===== config.mk =====
export PLATFORM = sky130hd
export DESIGN_NAME = seg_scan_display
export DESIGN_NICKNAME = d
export VERILOG_FILES = /design/src/rtl/seg_pkg.sv /design/src/rtl/bcd_to_seg.sv /design/src/rtl/seg_scan_display.sv
export SDC_FILE = /design/constraint.sdc
export NUM_CORES = 1
export LEC_CHECK = 0
export ABC_AREA = 0
export BUFFER_PORTS_ARGS = -buffer_cell sky130_fd_sc_hd__buf_4
export CAP_MARGIN = 20
export CORE_ASPECT_RATIO = 0.75
export CORE_MARGIN = 1.5
export CORE_UTILIZATION = 55
export CTS_CLUSTER_SIZE = 14
export DETAILED_ROUTE_END_ITERATION = 7
export GPL_ROUTABILITY_DRIVEN = 0
export HOLD_SLACK_MARGIN = 0.03
export PLACE_DENSITY = 0.79
export SKIP_CTS_REPAIR_TIMING = 1
export SYNTH_ARGS = -nofsm -noshare
export SYNTH_HDL_FRONTEND = slang
export SYNTH_SLANG_ARGS = --single-unit

===== constraint.sdc =====
create_clock -name clk -period 2.87 [get_ports clk]
set_clock_uncertainty 0.05 [all_clocks]
set_input_delay 0.287 -clock clk [delete_from_list [all_inputs] [get_ports clk]]
set_output_delay 0.287 -clock clk [all_outputs]
set_load 0.05 [all_outputs]

===== src/rtl/seg_pkg.sv =====
// Shared constants for the 7-segment display path: active-low segment codes,
// decimal-point placement and the digit count.
package seg_pkg;

  localparam int NUM_DIGITS = 8;

  // Segment order is {g,f,e,d,c,b,a}; a 0 bit lights the segment.
  localparam logic [6:0] SEG_BLANK = 7'h7F;
  localparam logic [6:0] SEG_0     = 7'h40;
  localparam logic [6:0] SEG_1     = 7'h79;
  localparam logic [6:0] SEG_2     = 7'h24;
  localparam logic [6:0] SEG_3     = 7'h30;
  localparam logic [6:0] SEG_4     = 7'h19;
  localparam logic [6:0] SEG_5     = 7'h12;
  localparam logic [6:0] SEG_6     = 7'h02;
  localparam logic [6:0] SEG_7     = 7'h78;
  localparam logic [6:0] SEG_8     = 7'h00;
  localparam logic [6:0] SEG_9     = 7'h10;

  // Positions whose decimal point is lit: separators after h1, m1 and s1.
  localparam logic [NUM_DIGITS-1:0] DP_MASK = 8'b0101_0100;

  typedef logic [3:0] bcd_t;

endpackage


===== src/rtl/bcd_to_seg.sv =====
// BCD digit to active-low 7-segment decoder; non-decimal codes show blank.
module bcd_to_seg
  import seg_pkg::*;
(
  input  bcd_t       bcd,
  output logic [6:0] seg
);

  // Pure lookup; anything above 9 is blanked rather than shown as a hex glyph.
  always_comb begin
    seg = SEG_BLANK;
    case (bcd)
      4'd0:    seg = SEG_0;
      4'd1:    seg = SEG_1;
      4'd2:    seg = SEG_2;
      4'd3:    seg = SEG_3;
      4'd4:    seg = SEG_4;
      4'd5:    seg = SEG_5;
      4'd6:    seg = SEG_6;
      4'd7:    seg = SEG_7;
      4'd8:    seg = SEG_8;
      4'd9:    seg = SEG_9;
      default: seg = SEG_BLANK;
    endcase
  end

endmodule


===== src/rtl/seg_scan_display.sv =====
// Eight-digit multiplexed driver for a common-anode 7-segment display.
// Scans positions 0..7, inserts a dark guard cycle at the start of each slot,
// blinks the edited digit in edit mode and flashes everything when done.
module seg_scan_display
  import seg_pkg::*;
#(
  parameter int SCAN_DIV   = 100000,
  parameter int BLINK_HALF = 25000000
) (
  input  logic        clk,
  input  logic        rst_n,
  input  logic [35:0] time_i,
  input  logic [2:0]  curr_digit,
  input  logic        edit,
  input  logic        done,
  output logic [7:0]  an,
  output logic [6:0]  seg,
  output logic        dp
);

  localparam int CNT_W = (SCAN_DIV > 1) ? $clog2(SCAN_DIV) : 1;
  localparam int BC_W  = (BLINK_HALF > 1) ? $clog2(BLINK_HALF) : 1;
  localparam logic [CNT_W-1:0] CNT_LAST = CNT_W'(SCAN_DIV - 1);
  localparam logic [BC_W-1:0]  BC_LAST  = BC_W'(BLINK_HALF - 1);

  logic [CNT_W-1:0]      cnt_reg, cnt_next;
  logic [2:0]            idx_reg, idx_next;
  logic [BC_W-1:0]       bc_reg, bc_next;
  logic                  ph_reg, ph_next;
  logic [NUM_DIGITS-1:0] an_reg, an_next;
  logic [6:0]            seg_reg, seg_next;
  logic                  dp_reg, dp_next;

  // Displayed nibble per position; ms1 (time_i[3:0]) is never shown.
  bcd_t digit_nib [NUM_DIGITS];
  generate
    for (genvar gi = 0; gi < NUM_DIGITS; gi++) begin : g_nib
      assign digit_nib[gi] = time_i[4*gi+4 +: 4];
    end
  endgenerate

  bcd_t       digit_sel;
  logic [6:0] dec_seg;
  logic [2:0] edit_pos;
  logic       edit_hit;
  logic       blank_now;

  assign digit_sel = digit_nib[idx_reg];

  bcd_to_seg u_dec (
    .bcd (digit_sel),
    .seg (dec_seg)
  );

  // Cursor 0..5 maps to positions 7..2; cursor 6/7 points at no digit.
  assign edit_pos  = 3'd7 - curr_digit;
  assign edit_hit  = edit && (curr_digit <= 3'd5) && (idx_reg == edit_pos);
  // Done flashes everything and therefore overrides the edit blink.
  assign blank_now = !ph_reg && (done || edit_hit);

  // Slot counter, position index and blink phase advance.
  always_comb begin
    cnt_next = cnt_reg + CNT_W'(1);
    idx_next = idx_reg;
    bc_next  = bc_reg + BC_W'(1);
    ph_next  = ph_reg;
    if (cnt_reg == CNT_LAST) begin
      cnt_next = '0;
      idx_next = idx_reg + 3'd1;
    end
    if (bc_reg == BC_LAST) begin
      bc_next = '0;
      ph_next = !ph_reg;
    end
  end

  // Output pattern for the next cycle, with a dark guard at each slot start.
  always_comb begin
    an_next  = '1;
    seg_next = SEG_BLANK;
    dp_next  = 1'b1;
    if (cnt_reg != '0) begin
      an_next = ~(NUM_DIGITS'(1) << idx_reg);
      if (!blank_now) begin
        seg_next = dec_seg;
        dp_next  = !DP_MASK[idx_reg];
      end
    end
  end

  // State and output registers; reset restarts scanning from a guard cycle.
  always_ff @(posedge clk) begin
    if (!rst_n) begin
      cnt_reg <= '0;
      idx_reg <= '0;
      bc_reg  <= '0;
      ph_reg  <= 1'b1;
      an_reg  <= '1;
      seg_reg <= SEG_BLANK;
      dp_reg  <= 1'b1;
    end else begin
      cnt_reg <= cnt_next;
      idx_reg <= idx_next;
      bc_reg  <= bc_next;
      ph_reg  <= ph_next;
      an_reg  <= an_next;
      seg_reg <= seg_next;
      dp_reg  <= dp_next;
    end
  end

  assign an  = an_reg;
  assign seg = seg_reg;
  assign dp  = dp_reg;

endmodule


==> results.cfg, run 1 <==
[run_status]
status = finished, final reports clean

[logic_synthesis]
synth_seq_area_share = 0.414
synthesis.area_um2 = 3050
muxShareOfSynthArea = 0.104
synth_xor_area_frac = 0.121
synth_area_leader_cell = dfxtp_1
synthAdderAreaFrac = 0.0575
synth_fp_nets = 377
synth-simple-area-share = 0.236
synth.avg_cell_area_um2 = 9.52
syn_inst = 320
synthDistinctLibCells = 43
ys_warn_count = 0
post_synth_main_area_contributors = dfxtp_1, nor2_1, xnor2_1
synth_top_family_by_area = simple AND/OR/NAND/NOR gates
synth-edff-count = 0
synth_compound_area_frac = 0.0316
ys_ff_latch = 63
async_flop_share = 0
ys.flop_type = dfxtp_1
yosys.area.top_type_share = 0.414

[cells_and_area]
layout_common_cells = dfxtp_1, buf_4, nor2_1, nand2_1, xnor2_1
nNetsFinal = 438
final_common_cell = dfxtp_1
drive_gt1_frac = 0.226
largest_reg_flops = 25
diodes = 0
area_delta_synth_final_pct = 21.2
final_cell_count_no_fill = 460
fin_util = 0.690

[sta]
setup-tns-final_ps = 0
finalCriticalPeriod_ps = 2430
drv_slew = 0
finalHoldViolCount = 0
worstMarginPinSlew_ps = 609
fmax_ghz = 0.412
finalSetupViolCount = 0
relSlewSlack = 0.594
rsz0062_at_grt = no
fin_crit_sh = 0.846

[critical_path]
r2r_start = idx_reg[0]
reg2reg_setup_slack_ps = 440
cp-start-kind = register
required_ps = 3030
timing.rr.end = seg[6]
crit_path_end_kind = register
critical_path_class = register to register
crit_chain = mux4_1, mux2i_1, inv_1, ha_1, inv_1, o211a_1, o21ai_1
cp-endpoint = seg[6]
cp_common_cell = inv_1
startpoint = idx_reg[0]
crit_path_max_fanout = 11
critPathMaxStageDelay_ps = 660
worstPathArrival_ps = 2590
r2r_cells = 7
cpMaxStageDelayCell = dfxtp_1

[placed_design]
dp.cells = 445
portBuffers = 54
dp_hpwl_um = 4440

[detailed_routing]
wl_per_cell_um = 12.9
first_pass_iters = 4
drt-initial-drc-count = 115
drtAntennaViolNets = 0
drc = 0
drt-total-wl_um = 5950
vias_per_cell = 5.09
dr_total_vias = 2343

[die]
rows = 23
die_w_um = 88.9
io-pin-count = 59
die-area_um2 = 6000
initial_core_util = 0.569
die_h_um = 67.4
core_um2 = 5350

[cts]
cts.reportedPaths.clkPinSlew_ps = 60
ctsLongestPathBuffers = 2
cts_buffers = 9
clock_tree.root_cell = clkbuf_8
cts_tree = yes
htree_levels = 3
clock_latency_ps = 340
clkSinkCount = 63

[min_path]
min-delay-start = rst_n
hold_path.class = input pin to register

[power]
comb_power_share = 0.100
switching_share = 0.244
p_switching_mw = 0.418
ir_drop_v = 0.000264
p_per_area_nw_per_um2 = 464
p_clk_frac = 0.376
p_leak_nw = 1.44
power.internal_mw = 1.30
p_seq_frac = 0.525

[global_routing]
grt_max_degree = 26
grt_pass1_vias = 2173
grtUsageTotal = 0.217
grt.overflow.total = 0
grt_first_pass_wirelength_um = 9570
grt_antenna_before_repair = 0

[run]
maxCapViolations = 0
-- cell type report --
type	instances	area, um^2
fillers	418	1660
multi-input cells	231	1670
well taps	75	93.8
repair buffers	57	428
clock inverters	4	22.5
flip-flops and latches	63	1260
clock buffers	11	141
inverters	19	71.3
-- worst max-delay path: cells and delay by family, from the launching register on --
kind | cells | cell delay [ps]
muxes | 2 | 1010
buffers and inverters | 2 | 170
adders and majority gates | 1 | 210
DFF | 1 | 660
AOI/OAI and AO/OA | 2 | 200
-- how the worst min path moves through the flow --
stage	end	slack (ps)	depth (start not counted)
floorplan	dp	290	1
detailed placement	dp	310	1
global placement	dp	310	1
finish	ph_reg	120	2
global route	ph_reg	120	2
CTS	ph_reg	100	2
-- layer usage --
metal | track usage | vias up | share of wire
li1 | - | 1208 | -
met1 | 0.269 | 1087 | 0.47
met2 | 0.334 | 37 | 0.47
met3 | 0.0721 | 11 | 0.038
met4 | 0.117 | 0 | 0.018
met5 | 0 | - | 0
-- synthesized netlist by cell type, drive strengths merged (2+ instances only) --
master  number
nor4        12
and2         3
xnor2       24
ha          14
and3         3
nand3       18
o21ai        4
buf          7
nor3         7
a211oi       2
nand2b       2
nand2       27
and4         4
nand4        7
mux4         8
xor2        18
mux2i        8
dfxtp       63
nor2        56
a21oi        2
inv         19
-- through the flow --
stage,setup slack (ps),instance area [um^2],hold WS (ps),power [mW]
after detailed placement,464,3530,313,1.09
after floorplan,815,3050,293,1.02
after global routing,324,3690,118,1.79
after CTS,441,3690,97.5,1.74
after global placement,491,3530,305,1.08
final,443,3690,115,1.71
-- cells by family after synthesis --
| group | Yosys count |
|---|---|
| muxes | 17 |
| buffers and inverters | 26 |
| DFF | 63 |
| adders and majority gates | 14 |
| AOI/OAI and AO/OA | 12 |
| xor gates and xnor gates | 42 |
| and+or+nand+nor | 146 |
-- power by group through the flow --
stage                     registers (mW)  clock network [mW]  logic, mW
after floorplan                    0.949                   0     0.0716
after global placement             0.919                   0      0.166
after detailed placement           0.919                   0      0.171
after CTS                          0.899               0.667      0.171
after global routing               0.901               0.707      0.185
final                              0.899               0.644      0.171
Note: power is estimated with default switching activity, not from simulation.
==> run 2: changes to the inputs <==
ABC_AREA = 1   (was 0)
PLACE_DENSITY = 0.78   (was 0.79)
clock period = 2.3 ns   (was 2.87 ns; I/O delays follow)
==> run 2 against run 1 <==
Effect of this change:
- critical path depth increased by 4
- combinational power increased by 25%
- routed wire length increased by 30%
- cell area increased by 11%
- sequential share of layout area decreased by 3.3 points
- worst hold slack got worse by 14 ps
- flip-flop and latch count unchanged
- utilization about the same
- worst setup slack got worse by 93 ps
- clock-buffer cell count increased by 2
- largest cell class unchanged
- largest power group unchanged
==> results.cfg, run 2 <==
[run_status]
status = finished, final reports clean

[logic_synthesis]
post_synth_main_area_contributors = dfxtp_1, nand2_1, nand3_1
ys_warn_count = 0
synth_common_cells = nand2_1, nor2_1, inv_1
synth-edff-count = 0
synthesis.area_um2 = 3440
synth.avg_cell_area_um2 = 6.76
async_flop_share = 0
synthAdderAreaFrac = 0.0510
muxShareOfSynthArea = 0
synth-simple-area-share = 0.382
synth_top_family_by_area = simple AND/OR/NAND/NOR gates
ys.flop_type = dfxtp_1
synth_compound_area_frac = 0.0488
ys_ff_latch = 63
synth_fp_nets = 565
syn_inst = 508
synth_seq_area_share = 0.367
synth_xor_area_frac = 0.0535
synthDistinctLibCells = 27
synth_area_leader_cell = dfxtp_1
synth.most_common_cell = nand2_1
yosys.area.top_type_share = 0.367

[die]
core_um2 = 5920
die_h_um = 71.5
initial_core_util = 0.581
io-pin-count = 59
die_w_um = 94.3
rows = 24
die-area_um2 = 6740

[critical_path]
crit_chain = buf_4, nor2_1, nor2_1, o21ai_0, nand3_1, nand2_1, inv_1, ha_1, nand3b_1, nand3_1, nand3_1
crit_path_end_kind = register
worstPathArrival_ps = 2090
crit_cells = 11
crit_path_max_fanout = 18
required_ps = 2440
critical_path_class = register to register
cp_common_cell = nand3_1
path_buf_inv = 2
cp-start-kind = register
critical-path-top-delay-family = simple AND/OR/NAND/NOR gates
r2r_cells = 11
critPathMaxStageDelay_ps = 360
cpMaxStageDelayCell = dfxtp_1

[global_routing]
grt_first_pass_wirelength_um = 12800
grt.overflow.total = 0
grt_pass1_vias = 2922
grtUsageTotal = 0.242
grt_antenna_before_repair = 0
grt_max_degree = 26

[sta]
rsz0062_at_grt = no
finalHoldViolCount = 0
fmax_ghz = 0.513
drv_slew = 0
setup-tns-final_ps = 0
worstMarginPinSlew_ps = 578
relSlewSlack = 0.615
finalCriticalPeriod_ps = 1950
finalSetupViolCount = 0
fin_crit_sh = 0.848

[cells_and_area]
nNetsFinal = 628
final_common_cell = nand2_1
diodes = 0
fin_util = 0.690
area_delta_synth_final_pct = 18.8
layout_common_cells = nand2_1, nor2_1, inv_1, dfxtp_1, buf_4
largest_reg_flops = 25
register_area_um2 = 1260
drive_gt1_frac = 0.155
fillers = 512
multi_input_area_um2 = 1840

[cts]
clock_tree.root_cell = clkbuf_8
cts_tree = yes
htree_levels = 3
cts_buffers = 9
clock_latency_ps = 340
clkSinkCount = 63
ctsLongestPathBuffers = 2
cts.reportedPaths.clkPinSlew_ps = 70

[run]
maxCapViolations = 0

[min_path]
hold_path.class = input pin to register
hold_depth = 2

[power]
p_leak_nw = 1.73
p_per_area_nw_per_um2 = 536
ir_drop_v = 0.000414

[placed_design]
portBuffers = 54
dp_hpwl_um = 5990

[detailed_routing]
drc = 0
drt-initial-drc-count = 189
vias_per_cell = 5.12
first_pass_iters = 5
wl_per_cell_um = 11.8
drtAntennaViolNets = 0
dr_total_vias = 3350
drt-total-wl_um = 7740
[run 2: cell type report]
class	instances	area share
tap	78	0.0239
clock inverter	3	0.00429
multi-input combinational	369	0.451
sequential	63	0.309
clock buffer	13	0.0389
inverter	68	0.0626
timing repair buffer	60	0.110
[run 2: metal layers]
layer / routed length, um / GRT usage / vias up
li1: - / - / 1727
met1: 3840 / 0.343 / 1524
met2: 3450 / 0.367 / 89
met3: 359 / 0.0531 / 10
met4: 93 / 0.0779 / 0
met5: 0 / 0 / -
[run 2: cell families after synthesis]
family / after synthesis
compound gates: 32
xor+xnor: 21
fa+ha+maj: 14
buf+inv: 76
flops: 63
simple gates: 302
[run 2: power breakdown]
part | internal, mW | switching [mW]
clock | 0.447 | 0.407
combinational | 0.0924 | 0.122
sequential | 1.11 | 0.0101
[run 2: worst paths after layout]
check	start	to	slack (ps)
worst max-delay path	idx_reg[0]	seg[5]	350
worst min-delay path	rst_n	ph_reg	100
worst max register to register	idx_reg[0]	seg[5]	350
worst min register to register	register	dp	330
[run 2: through the flow]
stage	cell area [um^2]	worst slack (ps)	cells	power, mW	hold slack (ps)
floorplan	3440	562	508	1.27	265
global placement	3900	422	638	1.35	306
detailed placement	3900	371	638	1.36	314
CTS	4080	344	654	2.20	97.3
global route	4080	186	654	2.28	103
finish	4080	350	654	2.19	101
==> run 3: changes to the inputs <==
CORE_UTILIZATION = 51   (was 55)
PLACE_DENSITY = 0.76   (was 0.78)
clock period = 1.7 ns   (was 2.3 ns; I/O delays follow)
==> run 3 against run 2 <==
Effect of this change:
- critical path depth shrank 1
- the flow now finishes with violations (setup timing)
- register-to-register slack lost 360 ps
- largest power group unchanged
- non-clock buffer count grew 28
- via count grew 6.3%
- die area grew 7.5%
- cell area grew 12%
==> results.cfg, run 3 (synthesis results as in run 2) <==
[die]
rows = 25
io-pin-count = 59
die_w_um = 97.8
initial_core_util = 0.536
die-area_um2 = 7240
core_um2 = 6410
die_h_um = 74.1

[sta]
worst_slack_ps = -10.8
relSlewSlack = 0.749
fmax_ghz = 0.585
finalCriticalPeriod_ps = 1710
finalSetupViolCount = 2
setup-tns-final_ps = -16.6
rsz0062_at_grt = yes
drv_slew = 0
fin_crit_sh = 1.01
finalHoldViolCount = 0
worstMarginPinSlew_ps = 374

[critical_path]
crit_path_end_kind = register
cp_common_cell = nand3_1
crit_path_max_fanout = 6
critical_path_class = register to register
crit_chain = clkbuf_16, nand2_1, nand3_2, nand3_1, o21ai_1, buf_4, ha_4, nand3_2, nand3_1, nand3_1
crit_cells = 10
required_ps = 1880
cp-start-kind = register
critical-path-top-delay-family = simple AND/OR/NAND/NOR gates
r2r_cells = 10
worstPathArrival_ps = 1890
path_buf_inv = 2
critPathMaxStageDelay_ps = 380
cpMaxStageDelayCell = dfxtp_4

[cells_and_area]
final_common_cell = nand2_1
nNetsFinal = 656
layout_common_cells = nand2_1, buf_4, nor2_1, inv_1, dfxtp_1
fillers = 514
area_delta_synth_final_pct = 32.8
diodes = 0
final_cell_count_no_fill = 682
largest_reg_flops = 25
drive_gt1_frac = 0.243

[run]
maxCapViolations = 0

[global_routing]
grt_max_degree = 26
grt_pass1_vias = 3127
grt.overflow.total = 0
grtUsageTotal = 0.232
grt_antenna_before_repair = 0
grt_first_pass_wirelength_um = 13700

[detailed_routing]
wl_met2_um = 4320
highest_layer = met4
drt-initial-drc-count = 143
drt-total-wl_um = 9050
first_pass_iters = 5
dr_total_vias = 3561
drc = 0
drt-met1-wl_um = 4020
vias_per_cell = 5.22
wl_per_cell_um = 13.3
drtAntennaViolNets = 0
wl_met3_um = 579

[placed_design]
dp.cells = 660
dp_hpwl_um = 6200
portBuffers = 54

[cts]
clock_latency_ps = 340
clock_tree.root_cell = clkbuf_8
cts_tree = yes
cts_buffers = 9
cts.reportedPaths.clkPinSlew_ps = 70
clkSinkCount = 63
ctsLongestPathBuffers = 2
htree_levels = 3

[run_status]
violations = setup timing
status = finished with violations

[min_path]
hold_path.class = input pin to register
hold_depth = 2

[power]
ir_drop_v = 0.000390
p_per_area_nw_per_um2 = 688
p_leak_nw = 1.95
run 3: through the flow:
step	instance area, um^2	setup slack (ps)	total power, mW	hold slack (ps)	util
floorplan	3440	33.3	1.72	205	-
global placement	4080	16.4	1.85	319	0.636
detailed placement	4080	-38.7	1.86	328	0.636
CTS	4260	-54.8	3.11	18.5	0.665
global route	4560	-124	3.25	69.1	0.712
finish	4560	-10.8	3.14	33.0	0.712
run 3: final timing paths:
path	to	startpoint	slack, ps
worst max-delay path	seg[3]	idx_reg[0]	-10
worst min-delay path	ph_reg	rst_n	30
worst max register to register	seg[3]	idx_reg[0]	-10
worst min register to register	dp	register	330
run 3: power breakdown:
group	switching (mW)	total (mW)	internal, mW
clock network	0.535	1.27	0.733
registers	0.0197	1.52	1.50
logic	0.188	0.350	0.161
run 3: cell type report:
| cell class | count | area, um^2 | area share |
|---|---|---|---|
| multi-input combinational | 369 | 2010 | 0.441 |
| inverter | 68 | 263 | 0.0576 |
| tap | 81 | 101 | 0.0222 |
| clock inverter | 1 | 30.0 | 0.00658 |
| timing repair buffer | 88 | 728 | 0.160 |
| clock buffer | 12 | 155 | 0.0340 |
| sequential | 63 | 1270 | 0.279 |
run 3: metal layers:
| metal | vias up | GRT usage |
|---|---|---|
| met5 | - | 0 |
| met1 | 1648 | 0.307 |
| li1 | 1784 | - |
| met2 | 116 | 0.380 |
| met4 | 0 | 0.0825 |
| met3 | 13 | 0.0526 |
